### config.mk
export PLATFORM = sky130hd
export DESIGN_NAME = ps2_host_tx
export DESIGN_NICKNAME = d
export VERILOG_FILES = /design/src/rtl/ps2_host_tx.sv
export SDC_FILE = /design/constraint.sdc
export NUM_CORES = 1
export LEC_CHECK = 0
export ABC_AREA = 1
export BUFFER_PORTS_ARGS = -buffer_cell sky130_fd_sc_hd__buf_2
export CAP_MARGIN = 5
export CELL_PAD_IN_SITES_DETAIL_PLACEMENT = 0
export CELL_PAD_IN_SITES_GLOBAL_PLACEMENT = 1
export CORE_ASPECT_RATIO = 1.25
export CORE_MARGIN = 2
export CORE_UTILIZATION = 39
export CTS_CLUSTER_SIZE = 30
export DETAILED_ROUTE_END_ITERATION = 6
export PLACE_DENSITY = 0.78
export SLEW_MARGIN = 10
export SYNTH_ARGS = -nofsm -noshare
export SYNTH_HDL_FRONTEND = slang
export SYNTH_SLANG_ARGS = --single-unit
export TNS_END_PERCENT = 1
### constraint.sdc
create_clock -name clk -period 1.7 [get_ports clk]
set_clock_uncertainty 0.2 [all_clocks]
set_input_delay 0.255 -clock clk [delete_from_list [all_inputs] [get_ports clk]]
set_output_delay 0.255 -clock clk [all_outputs]
set_load 0.02 [all_outputs]
### src/rtl/ps2_host_tx.sv
// Host-to-device PS/2 transmitter: inhibits the device, then shifts one command byte out on device clocks.
// Optional macro PS2_TX_RETRY_EN: one silent retry of a failed byte before err is reported.
module ps2_host_tx #(
   parameter int unsigned INHIBIT_CYCLES = 5000,
   parameter int unsigned TIMEOUT_CYCLES = 750000
) (
   input  logic       clk,
   input  logic       rst,
   input  logic       tx_valid,
   input  logic [7:0] tx_data,
   output logic       tx_ready,
   output logic       busy,
   output logic       done,
   output logic       err,
   output logic [1:0] err_code,
   input  logic       ps2_clk_in,
   input  logic       ps2_dat_in,
   output logic       ps2_clk_oe,
   output logic       ps2_dat_oe
);
   localparam int unsigned MAX_CYCLES = (INHIBIT_CYCLES > TIMEOUT_CYCLES) ? INHIBIT_CYCLES : TIMEOUT_CYCLES;
   localparam int unsigned CNT_W      = $clog2(MAX_CYCLES + 1);
   localparam logic [CNT_W-1:0] INH_LAST = CNT_W'(INHIBIT_CYCLES - 1);
   localparam logic [CNT_W-1:0] TO_LIMIT = CNT_W'(TIMEOUT_CYCLES);
   localparam logic [1:0] CODE_TIMEOUT = 2'b01;
   localparam logic [1:0] CODE_NOACK   = 2'b10;

   typedef enum logic [2:0] {
      S_IDLE, S_INHIBIT, S_REQ, S_RELEASE, S_SHIFT, S_WAIT_IDLE, S_DONE, S_ERR
   } state_t;

   state_t           state_q, state_d;
   logic [CNT_W-1:0] cnt_q, cnt_d;
   logic [3:0]       bit_q, bit_d;
   logic [7:0]       data_q, data_d;
   logic             par_q, par_d;
   logic             sdat_q, sdat_d;
   logic [1:0]       code_d;
   logic             clk_oe_d, dat_oe_d;
   logic             clk_meta, clk_sync, clk_prev, dat_meta, dat_sync;
   logic             fe_c, accept_c, wd_exp_c, fail_c, retry_ok_c;
   logic [1:0]       fail_code_c;

   assign fe_c     = clk_prev & ~clk_sync;
   assign accept_c = tx_valid & tx_ready;
   assign wd_exp_c = (cnt_q == TO_LIMIT);

   // Two-flop synchronizers plus a delayed copy of the clock for edge detection
   always_ff @(posedge clk) begin
      if (rst) begin
         clk_meta <= 1'b1;
         clk_sync <= 1'b1;
         clk_prev <= 1'b1;
         dat_meta <= 1'b1;
         dat_sync <= 1'b1;
      end else begin
         clk_meta <= ps2_clk_in;
         clk_sync <= clk_meta;
         clk_prev <= clk_sync;
         dat_meta <= ps2_dat_in;
         dat_sync <= dat_meta;
      end
   end

`ifdef PS2_TX_RETRY_EN
   logic retry_q;

   always_ff @(posedge clk) begin
      if (rst) begin
         retry_q <= 1'b0;
      end else if (accept_c) begin
         retry_q <= 1'b0;
      end else if (fail_c) begin
         retry_q <= 1'b1;
      end
   end

   assign retry_ok_c = ~retry_q;
`else
   assign retry_ok_c = 1'b0;
`endif

   always_ff @(posedge clk) begin
      if (rst) begin
         state_q <= S_IDLE;
      end else begin
         state_q <= state_d;
      end
   end

   always_comb begin
      state_d     = state_q;
      cnt_d       = cnt_q;
      bit_d       = bit_q;
      data_d      = data_q;
      par_d       = par_q;
      sdat_d      = sdat_q;
      code_d      = err_code;
      fail_c      = 1'b0;
      fail_code_c = CODE_TIMEOUT;
      clk_oe_d    = 1'b0;
      dat_oe_d    = 1'b0;

      unique case (state_q)
         S_IDLE: begin
            if (accept_c) begin
               data_d  = tx_data;
               par_d   = ~^tx_data;
               cnt_d   = '0;
               state_d = S_INHIBIT;
            end
         end
         S_INHIBIT: begin
            if (cnt_q == INH_LAST) begin
               state_d = S_REQ;
            end else begin
               cnt_d = cnt_q + CNT_W'(1);
            end
         end
         S_REQ: begin
            state_d = S_RELEASE;
            cnt_d   = '0;
            bit_d   = '0;
            sdat_d  = 1'b1;
         end
         S_RELEASE: begin
            if (wd_exp_c) begin
               fail_c = 1'b1;
            end else begin
               state_d = S_SHIFT;
               cnt_d   = fe_c ? '0 : cnt_q + CNT_W'(1);
            end
         end
         S_SHIFT: begin
            if (wd_exp_c) begin
               fail_c = 1'b1;
            end else if (fe_c) begin
               // bit_q counts falling edges already seen: 0..7 data, 8 parity, 9 stop, 10 ack
               cnt_d = '0;
               bit_d = bit_q + 4'd1;
               if (bit_q < 4'd8) begin
                  sdat_d = ~data_q[bit_q[2:0]];
               end else if (bit_q == 4'd8) begin
                  sdat_d = ~par_q;
               end else if (bit_q == 4'd9) begin
                  sdat_d = 1'b0;
               end else if (dat_sync) begin
                  fail_c      = 1'b1;
                  fail_code_c = CODE_NOACK;
               end else begin
                  state_d = S_WAIT_IDLE;
               end
            end else begin
               cnt_d = cnt_q + CNT_W'(1);
            end
         end
         S_WAIT_IDLE: begin
            if (wd_exp_c) begin
               fail_c = 1'b1;
            end else if (clk_sync && dat_sync) begin
               state_d = S_DONE;
            end else begin
               cnt_d = fe_c ? '0 : cnt_q + CNT_W'(1);
            end
         end
         S_DONE, S_ERR: begin
            state_d = S_IDLE;
         end
         default: begin
            state_d = S_IDLE;
         end
      endcase

      if (fail_c) begin
         cnt_d = '0;
         if (retry_ok_c) begin
            state_d = S_INHIBIT;
         end else begin
            state_d = S_ERR;
            code_d  = fail_code_c;
         end
      end

      // Line drives are registered from the state being entered
      clk_oe_d = (state_d == S_INHIBIT) || (state_d == S_REQ);
      case (state_d)
         S_REQ, S_RELEASE: dat_oe_d = 1'b1;
         S_SHIFT:          dat_oe_d = sdat_d;
         default:          dat_oe_d = 1'b0;
      endcase
   end

   always_ff @(posedge clk) begin
      if (rst) begin
         cnt_q      <= '0;
         bit_q      <= '0;
         data_q     <= '0;
         par_q      <= 1'b0;
         sdat_q     <= 1'b0;
         tx_ready   <= 1'b1;
         busy       <= 1'b0;
         done       <= 1'b0;
         err        <= 1'b0;
         err_code   <= 2'b00;
         ps2_clk_oe <= 1'b0;
         ps2_dat_oe <= 1'b0;
      end else begin
         cnt_q      <= cnt_d;
         bit_q      <= bit_d;
         data_q     <= data_d;
         par_q      <= par_d;
         sdat_q     <= sdat_d;
         tx_ready   <= (state_d == S_IDLE);
         busy       <= (state_d != S_IDLE);
         done       <= (state_d == S_DONE);
         err        <= (state_d == S_ERR);
         err_code   <= code_d;
         ps2_clk_oe <= clk_oe_d;
         ps2_dat_oe <= dat_oe_d;
      end
   end

endmodule

# Word level (Yosys, flattened, before mapping)
# Index checks and enable logic that the tools add are counted.
[classes] reduce_logical=16 eq_ne=24 bitwise=5 mux=47 order_cmp=2 add_sub_neg=2
[ops] operator="$mux 20" count=6
[ops] operator="$pmux 20 s5" count=1
[ops] operator="$mux 3" count=12
[ops] operator="$eq 3x3->1 const B" count=7
[ops] operator="$pmux 3 s7" count=1
[ops] operator="$add 20x1->20 const B" count=1
[ops] operator="$eq 20x13->1 const B" count=1
[ops] operator="$eq 20x20->1 const B" count=1
[ops] operator="$mux 2" count=7
[ops] operator="$ne 2x2->1 const B" count=7
[ops] operator="$mux 1" count=13
[ops] operator="$eq 3x2->1 const B" count=4
[ops] operator="$reduce_or 2->1" count=5
[ops] operator="$eq 4x4->1 const B" count=2
[ops] operator="$mux 4" count=2
[ops] operator="$pmux 4 s2" count=1
[ops] operator="$reduce_xnor 8->1" count=1
[ops] operator="$eq 3x1->1 const B" count=2
[ops] operator="$logic_not 3->1" count=2
[ops] operator="$pmux 1 s2" count=3
[ops] operator="$reduce_and 6->1" count=1
[ops] operator="$reduce_bool 5->1" count=1
[ops] operator="$add 4x1->4 const B" count=1
[ops] operator="$lt 3x4->1 const B" count=1
[ops] operator="other kinds (10)" count=13
[word_totals] regBits=50 out_inout_bits=8 input_bits=13 elab_cells=114

# Longest topological paths before layout
# Gate-level depths: netlist (run 1).
[depth] depth_word=11 ltp_mapped=13 ltp_nobuf=13

# Least setup slack after synthesis (run 1)
# OpenSTA, ideal clock, no wires.
[synth_timing] path_kind="register -> register" startpoint="register bit_q[0]" endpoint="register cnt_q[6]" required_ps=1430 t_arrival_ps=1534 path_stages_with_launch=10 setup_ps=70 n_path_buf=1 slack_ps=-104 period_less_slack_ps=1804 path_cell_list="dfxtp_1 inv_1 ha_1 nand3_1 nand4_1 nand2_1 nor2_1 inv_1 buf_4 a21oi_1"
[synth_between] elab_chain_len=8 word_cells_on_any_way=10 cone_classes="order compare: 1; eq/ne: 2; mux: 6; reduce/logical: 1"
[synth_rtl] element="start: declaration" line="34" text="logic [3:0] bit_q, bit_d;"
[synth_rtl] element="start signal: assignment" line="209" text="bit_q <= bit_d;"
[synth_rtl] element="$eq 4x4->1" line="145" text="end else if (bit_q == 4'd9) begin"
[synth_rtl] element="$mux 1" line="145"
[synth_rtl] element="$mux 1" line="143" text="end else if (bit_q == 4'd8) begin"
[synth_rtl] element="$mux 1 (*)" line="141" text="if (bit_q < 4'd8) begin"
[synth_rtl] element="$mux 1 (*)" line="137" text="end else if (fe_c) begin"
[synth_rtl] element="$mux 1 (*)" line="135" text="if (wd_exp_c) begin"
[synth_rtl] element="$pmux 1 s2 (*)" line="104" text="unique case (state_q)"
[synth_rtl] element="$reduce_or 2->1 (no source line) (*)"
[synth_rtl] element="end signal: assignment" line="208" text="cnt_q <= cnt_d;"
[synth_rtl] element="end: declaration" line="33" text="logic [CNT_W-1:0] cnt_q, cnt_d;"
# Every way passes the cells marked *; elsewhere a longest branch is shown, timed or not.
# A chain may end at the register's enable or synchronous reset.

# Final worst setup path (run 1)
[layout_timing] startpoint="register cnt_q[18]" endpoint="register cnt_q[16]"
[layout_between] elab_chain_len=4 word_cells_on_any_way=10 cone_classes="eq/ne: 5; mux: 3; reduce/logical: 2"
[layout_rtl] element="$eq 20x20->1" line="46" text="assign wd_exp_c = (cnt_q == TO_LIMIT);"
[layout_rtl] element="$mux 1, on equally long branches" line="127, 158, 135"
[layout_rtl] element="$pmux 1 s2" line="104"
[layout_rtl] element="$reduce_or 2->1 (no source line)"
# Parallel ways exist; a longest one is shown, timed or not.

==> flow_summary.toml, run 1 <==
[status]
status = "finished with violations"
violations = "negative setup slack"

[timing]
hold_violations = 0
fmax_ghz = 0.529
whs_ns = 0.000148
setup_viol_count_final = 29
tightest_slew_ns = 0.384
rsz0062_at_grt = "true"
maxSlewHeadroom = 0.744
finalCriticalPeriod_ns = 1.89
timing.final.crit_share = 1.11
drv_slew = 0
fin_ws_ns = -0.191

[critical_path]
critPathCaptureType = "register"
worst_ep_required_time_ns = 1.71
crit_type = "register to register"
crit_top_cell = "nand3_2"
worstRegToRegCells = 9
r2r_slack_ns = -0.19
crit_path_max_incr_delay_ns = 0.35
reg2reg_from = "cnt_q[18]$_SDFFE_PP0P_"
crit_chain = "inv_2 > nand3_2 > nor4_4 > nand3_2 > nand3_4 > inv_6 > buf_6 > a21oi_1 > nor2_1"
cp_max_fo = 5
r2r-end = "cnt_q[16]$_SDFFE_PP0P_"
worstSetupStartpointType = "register"
cp.arrival_ns = 1.91
cpMaxStageDelayCell = "dfxtp_2"

[global_routing]
grt_usage = 0.245
grt_max_degree = 17
grt_pass1_wl_mm = 15.9
grt_pass1_vias = 3616
grt-ovfl-total = 0
antenna_found_initial = 0

[power_and_ir_drop]
peakVddDrop_v = 0.000470
comb_power_share = 0.195
power.share.clock = 0.314
p_leak_uw = 0.00204
power_uw = 2530
power_frac_seq = 0.491
internal_power_uw = 1780
netSwitchingPower_uw = 756
switching_share = 0.299
p_per_area_nw_per_um2 = 564

[min_path]
min_from = "tx_data[0]"
hp-class = "input port to register"
hold_end = "data_q[0]$_SDFFE_PP0P_"
hold_depth = 3

[cells_and_area]
nets = 606
diodes = 0
finalNonFillerCells = 681
synthToLayoutAreaGrowth_pct = 50.4
stdcell_area_um2 = 4490
nFillCells = 683
drive_gt1_frac = 0.406
final_cell_mix = "nand2_1, buf_4, nor2_1"
final_common_cell = "nand2_1"

[detailed_routing]
post_drt_wl_per_cell_um = 14.0
post_drt_via_cell_ratio = 5.09
drc = 0
top_layer = "met4"
wl_met2_mm = 4.99
routed_wl_mm = 9.55
drt_first_pass_iters = 4
drt_iter0_drc = 289
ant_nets = 0
wl_met1_mm = 3.72
wl_met3_um = 335
vias = 3468

[placement]
place_congestion = 1.02
place_ws_ns = -0.256
placed_cell_area_um2 = 3900
portBuffers = 20
dp_cells = 658
hpwl_mm = 6.87

[clocking]
path_clk_slew_ns = 0.10
clockBufferDepth = 2
cts.sinks = 50
htreeDepth = 2
insertion_delay_ns = 0.32
numCtsBuffers = 5
cts_tree = "yes"
cts-root-buf = "clkbuf_8"

[logic_synthesis]
ys_warn_count = 0
yosysUniqueCellTypes = 35
avgSynthCellArea_um2 = 6.46
ys_ff_latch = 50
syn-num-nets = 480
ys_seq_area_frac = 0.335
synthCells = 462
syn_area_um2 = 2980

[flow_run]
cap_violations = 0

[floorplan]
die_w_um = 82.2
core.rowCount = 35
initial_utilization = 0.403
core_um2 = 7400
io_pins = 21
dieArea_um2 = 8370
chipHeight_um = 102
-- cell type report --
class	instances	area, um^2	area share
multi-input cells	344	2030	0.451
flip-flops and latches	50	1040	0.231
repair buffers	127	973	0.217
inverters	60	236	0.0527
well taps	92	115	0.0257
clock buffers	6	82.6	0.0184
clock inverters	2	16.3	0.00363
-- Yosys cell counts --
library cell	instances	area share
nand4_2	1	0.0042
ha_1	5	0.021
clkbuf_1	1	0.0013
dfxtp_1	50	0.34
a31oi_1	2	0.0042
buf_12	1	0.0067
nor3_1	19	0.032
buf_4	3	0.0075
nor4_2	1	0.0042
a21oi_1	23	0.039
buf_2	1	0.0017
nor3b_1	3	0.0075
o21ai_1	2	0.0034
o21ai_0	26	0.044
a211oi_1	2	0.0050
nor4_1	1	0.0021
nor2_4	1	0.0038
inv_1	54	0.068
nor3_2	2	0.0067
nand3_2	1	0.0034
nor2_2	6	0.013
a22oi_1	1	0.0025
xnor2_1	6	0.018
inv_2	5	0.0063
xor2_1	9	0.026
nand3b_1	3	0.0075
nand4_1	7	0.015
nor2_1	58	0.073
buf_6	1	0.0038
clkinv_1	1	0.0013
o21ai_4	1	0.0055
nand3_1	41	0.069
nand2_1	118	0.15
or2_2	5	0.010
buf_1	1	0.0013
-- sequential cells by signal, summed over array words and instances, names as in the netlist, 2 cells and up --
name and count:
err_code 2, data_q 8, cnt_q 20, state_q 3
bit_q 4
-- worst max path at each step --
stage                      startpoint                     end  slack, ns  cells past startpoint
6_report       cnt_q[18]$_SDFFE_PP0P_  cnt_q[16]$_SDFFE_PP0P_      -0.19                      9
5_1_grt         cnt_q[0]$_SDFFE_PP0P_  cnt_q[13]$_SDFFE_PP0P_      -0.29                     10
4_1_cts         cnt_q[1]$_SDFFE_PP0P_  cnt_q[19]$_SDFFE_PP0P_      -0.14                     13
3_5_place_dp    cnt_q[0]$_SDFFE_PP0P_   cnt_q[6]$_SDFFE_PP0P_      -0.26                     10
3_3_place_gp    cnt_q[0]$_SDFFE_PP0P_   cnt_q[4]$_SDFFE_PP0P_      -0.21                     10
2_1_floorplan   state_q[1]$_SDFF_PP0_     tx_ready$_SDFF_PP1_      -0.04                     11
-- logic make-up after synthesis --
kind of cell,synth area share
DFF,0.335
AOI/OAI and AO/OA,0.103
adders and majority gates,0.0210
and+or+nand+nor,0.399
buffers and inverters,0.0977
xor gates and xnor gates,0.0440
-- critical path, delay by kind of cell, from the launching register on --
| family | cells | cell delay, ns |
|---|---|---|
| flip-flops | 1 | 0.35 |
| buffers and inverters | 3 | 0.29 |
| AND/OR/NAND/NOR | 5 | 0.79 |
| AO/OA/AOI/OAI | 1 | 0.16 |
-- per-stage QoR --
step,setup TNS [ns],utilization
finish,-3.02,0.606
global route,-6.47,0.606
CTS,-2.71,0.593
detailed placement,-5.83,0.527
global placement,-4.98,0.527
floorplan,-0.481,-
-- per-layer routing --
| layer | up-vias | track usage |
|---|---|---|
| met5 | - | 0 |
| met4 | 0 | 0.138 |
| met3 | 41 | 0.0410 |
| met2 | 93 | 0.450 |
| met1 | 1595 | 0.258 |
| li1 | 1739 | - |
-- power groups by stage --
stage	clock network [uW]	logic [uW]	registers, uW
2_1_floorplan	0	232	1270
3_3_place_gp	0	379	1270
3_5_place_dp	0	382	1270
4_1_cts	802	481	1250
5_1_grt	847	540	1250
6_report	794	494	1240
-- repair_timing --
action | CTS | global route
hold buffers | 9 | 0
resized for setup | 77 | 32
endpoints found under the hold margin | 9 | 0
setup buffers | 5 | 0
pin swaps | 16 | 7
cloned | 2 | 0
setup endpoints to repair | 31 | 43
Note: power is estimated with default switching activity, not from simulation.
==> run 2: changes to the inputs <==
--- a/config.mk
+++ b/config.mk
@@ -8,3 +8,3 @@
 export ABC_AREA = 1
-export BUFFER_PORTS_ARGS = -buffer_cell sky130_fd_sc_hd__buf_2
+export BUFFER_PORTS_ARGS = -buffer_cell sky130_fd_sc_hd__buf_4
 export CAP_MARGIN = 5
@@ -14,6 +14,6 @@
 export CORE_MARGIN = 2
-export CORE_UTILIZATION = 39
+export CORE_UTILIZATION = 43
 export CTS_CLUSTER_SIZE = 30
 export DETAILED_ROUTE_END_ITERATION = 6
-export PLACE_DENSITY = 0.78
+export PLACE_DENSITY = 0.82
 export SLEW_MARGIN = 10
==> constraint.sdc (replaced) <==
create_clock -name clk -period 2.02 [get_ports clk]
set_clock_uncertainty 0.2 [all_clocks]
set_input_delay 0.303 -clock clk [delete_from_list [all_inputs] [get_ports clk]]
set_output_delay 0.303 -clock clk [all_outputs]
set_load 0.01 [all_outputs]
==> run 2 against run 1 <==
The run now ends clean. Register-to-register slack improved by 0.30 ns. Clock-buffer cell count fell by 1. First-iteration DRC count fell by 40%. Sequential cell count did not move. Critical path depth rose by 1. Via count fell by 11%. Sequential power fell by 16%. Hold slack improved by 0.028 ns. Largest power group unchanged.
==> flow_summary.toml, run 2 (synthesis results as in run 1) <==
[cells_and_area]
final_cell_mix = "nand2_1, buf_4, nor2_1"
final_common_cell = "nand2_1"
largest_reg_flops = 20
nets = 543
synthToLayoutAreaGrowth_pct = 26.6
diodes = 0
top_register = "cnt_q"
drive_gt1_frac = 0.234
top_regs = "cnt_q: 20 flops, data_q: 8 flops, bit_q: 4 flops"
nFillCells = 666

[critical_path]
critPathCaptureType = "register"
crit_path_max_incr_delay_ns = 0.34
worstSetupStartpointType = "register"
cp_max_fo = 5
r2r-end = "cnt_q[2]$_SDFFE_PP0P_"
cp.arrival_ns = 1.91
r2r_slack_ns = 0.11
crit_chain = "ha_1 > nand2_2 > inv_1 > nand2_1 > nor3_2 > nand3_1 > nand3_4 > buf_4 > o21ai_2 > nor2_1"
cpMaxStageDelayCell = "dfxtp_2"
worstRegToRegCells = 10
path_buf_inv = 2
cp_top_family = "simple AND/OR/NAND/NOR gates"
worst_ep_required_time_ns = 2.02
reg2reg_from = "cnt_q[0]$_SDFFE_PP0P_"
crit_type = "register to register"

[power_and_ir_drop]
power_uw = 2110
p_per_area_nw_per_um2 = 559
peakVddDrop_v = 0.000381
p_leak_uw = 0.00169

[clocking]
insertion_delay_ns = 0.31
cts.sinks = 50
numCtsBuffers = 5
cts-root-buf = "clkbuf_8"
path_clk_slew_ns = 0.10
htreeDepth = 2
clockBufferDepth = 2
cts_tree = "yes"

[min_path]
hold_end = "data_q[0]$_SDFFE_PP0P_"
min_from = "tx_data[0]"
hp-class = "input port to register"
hold_depth = 3

[timing]
setup_viol_count_final = 0
timing.final.crit_share = 0.944
drv_slew = 0
fmax_ghz = 0.524
fin_ws_ns = 0.113
tightest_slew_ns = 0.392
maxSlewHeadroom = 0.738
rsz0062_at_grt = "true"
finalCriticalPeriod_ns = 1.91
hold_violations = 0

[floorplan]
die_w_um = 78.5
core.rowCount = 33
initial_utilization = 0.449
core_um2 = 6650
chipHeight_um = 97.1
dieArea_um2 = 7630
io_pins = 21

[global_routing]
grt_pass1_wl_mm = 14.0
grt_pass1_vias = 3139
grt-busiest-layer = "met2"
use_met3 = 0.0279
grtUsageMet2 = 0.422
grt-ovfl-total = 0
grt_usage = 0.226
met1_usage = 0.253
antenna_found_initial = 0
grt_max_degree = 23

[flow_run]
cap_violations = 0

[status]
status = "complete, no violations"

[detailed_routing]
drc = 0
ant_nets = 0
post_drt_via_cell_ratio = 5.05
drt_iter0_drc = 173
routed_wl_mm = 8.15
post_drt_wl_per_cell_um = 13.3
vias = 3097
drt_first_pass_iters = 5

[placement]
hpwl_mm = 6.34
portBuffers = 20
place_congestion = 1.00
place_ws_ns = -0.0669
-- run 2: cell type report --
type / instances / area, um^2 / area share
tap: 87 / 109 / 0.0288
clock buffer: 5 / 68.8 / 0.0182
clock inverter: 3 / 47.5 / 0.0126
timing repair buffer: 64 / 485 / 0.128
inverter: 60 / 230 / 0.0609
sequential: 50 / 1010 / 0.268
multi-input combinational: 344 / 1830 / 0.483
-- run 2: worst max-delay path by stage --
stage,start,endpoint,slack (ns),cells after the start
finish,cnt_q[0]$_SDFFE_PP0P_,cnt_q[2]$_SDFFE_PP0P_,0.11,10
global route,bit_q[0]$_SDFFE_PP0P_,cnt_q[12]$_SDFFE_PP0P_,-0.03,10
CTS,cnt_q[1]$_SDFFE_PP0P_,busy$_SDFF_PP0_,-0.009,11
detailed placement,cnt_q[1]$_SDFFE_PP0P_,state_q[1]$_SDFF_PP0_,-0.07,11
global placement,cnt_q[1]$_SDFFE_PP0P_,cnt_q[1]$_SDFFE_PP0P_,-0.08,9
floorplan,bit_q[0]$_SDFFE_PP0P_,cnt_q[6]$_SDFFE_PP0P_,0.22,9
-- run 2: through the flow --
step / utilization / cell area (um^2) / instances / TNS, ns / hold WS [ns]
after floorplan: - / 2980 / 462 / 0 / 0.189
after global placement: 0.523 / 3480 / 601 / -0.709 / 0.192
after detailed placement: 0.523 / 3480 / 601 / -0.758 / 0.195
after CTS: 0.547 / 3630 / 611 / -0.00871 / 0.0231
after global routing: 0.568 / 3780 / 613 / -0.164 / 0.0217
final: 0.568 / 3780 / 613 / 0 / 0.0285
-- run 2: worst reg2reg max path: cells and delay by family, from the launching register on --
| kind | cells | cell delay, ns |
|---|---|---|
| AOI/OAI and AO/OA | 1 | 0.22 |
| adders and majority gates | 1 | 0.21 |
| buffers and inverters | 2 | 0.22 |
| DFF | 1 | 0.34 |
| and+or+nand+nor | 6 | 0.62 |
-- run 2: routing by layer --
layer  vias up  routed length [um]
met5         -                   0
met4         0                 255
met3        19                 166
met2        45                4340
met1      1420                3390
li1       1613                   -
-- run 2: what timing repair did --
| item | in CTS | in global routing |
|---|---|---|
| hold buffers | 2 | 0 |
| endpoints found under the setup margin | 24 | 31 |
| buffers inserted | 0 | 2 |
| hold endpoints to repair | 2 | 0 |
| pin swaps | 0 | 8 |
| gates resized for setup | 8 | 39 |
-- run 2: power breakdown --
group | leakage (uW) | internal [uW] | switching (uW) | total (uW)
Sequential | 0.000411 | 1020 | 20.0 | 1040
Clock | 0.0000591 | 379 | 378 | 757
Combinational | 0.00122 | 131 | 181 | 312
Total | 0.00169 | 1530 | 580 | 2110
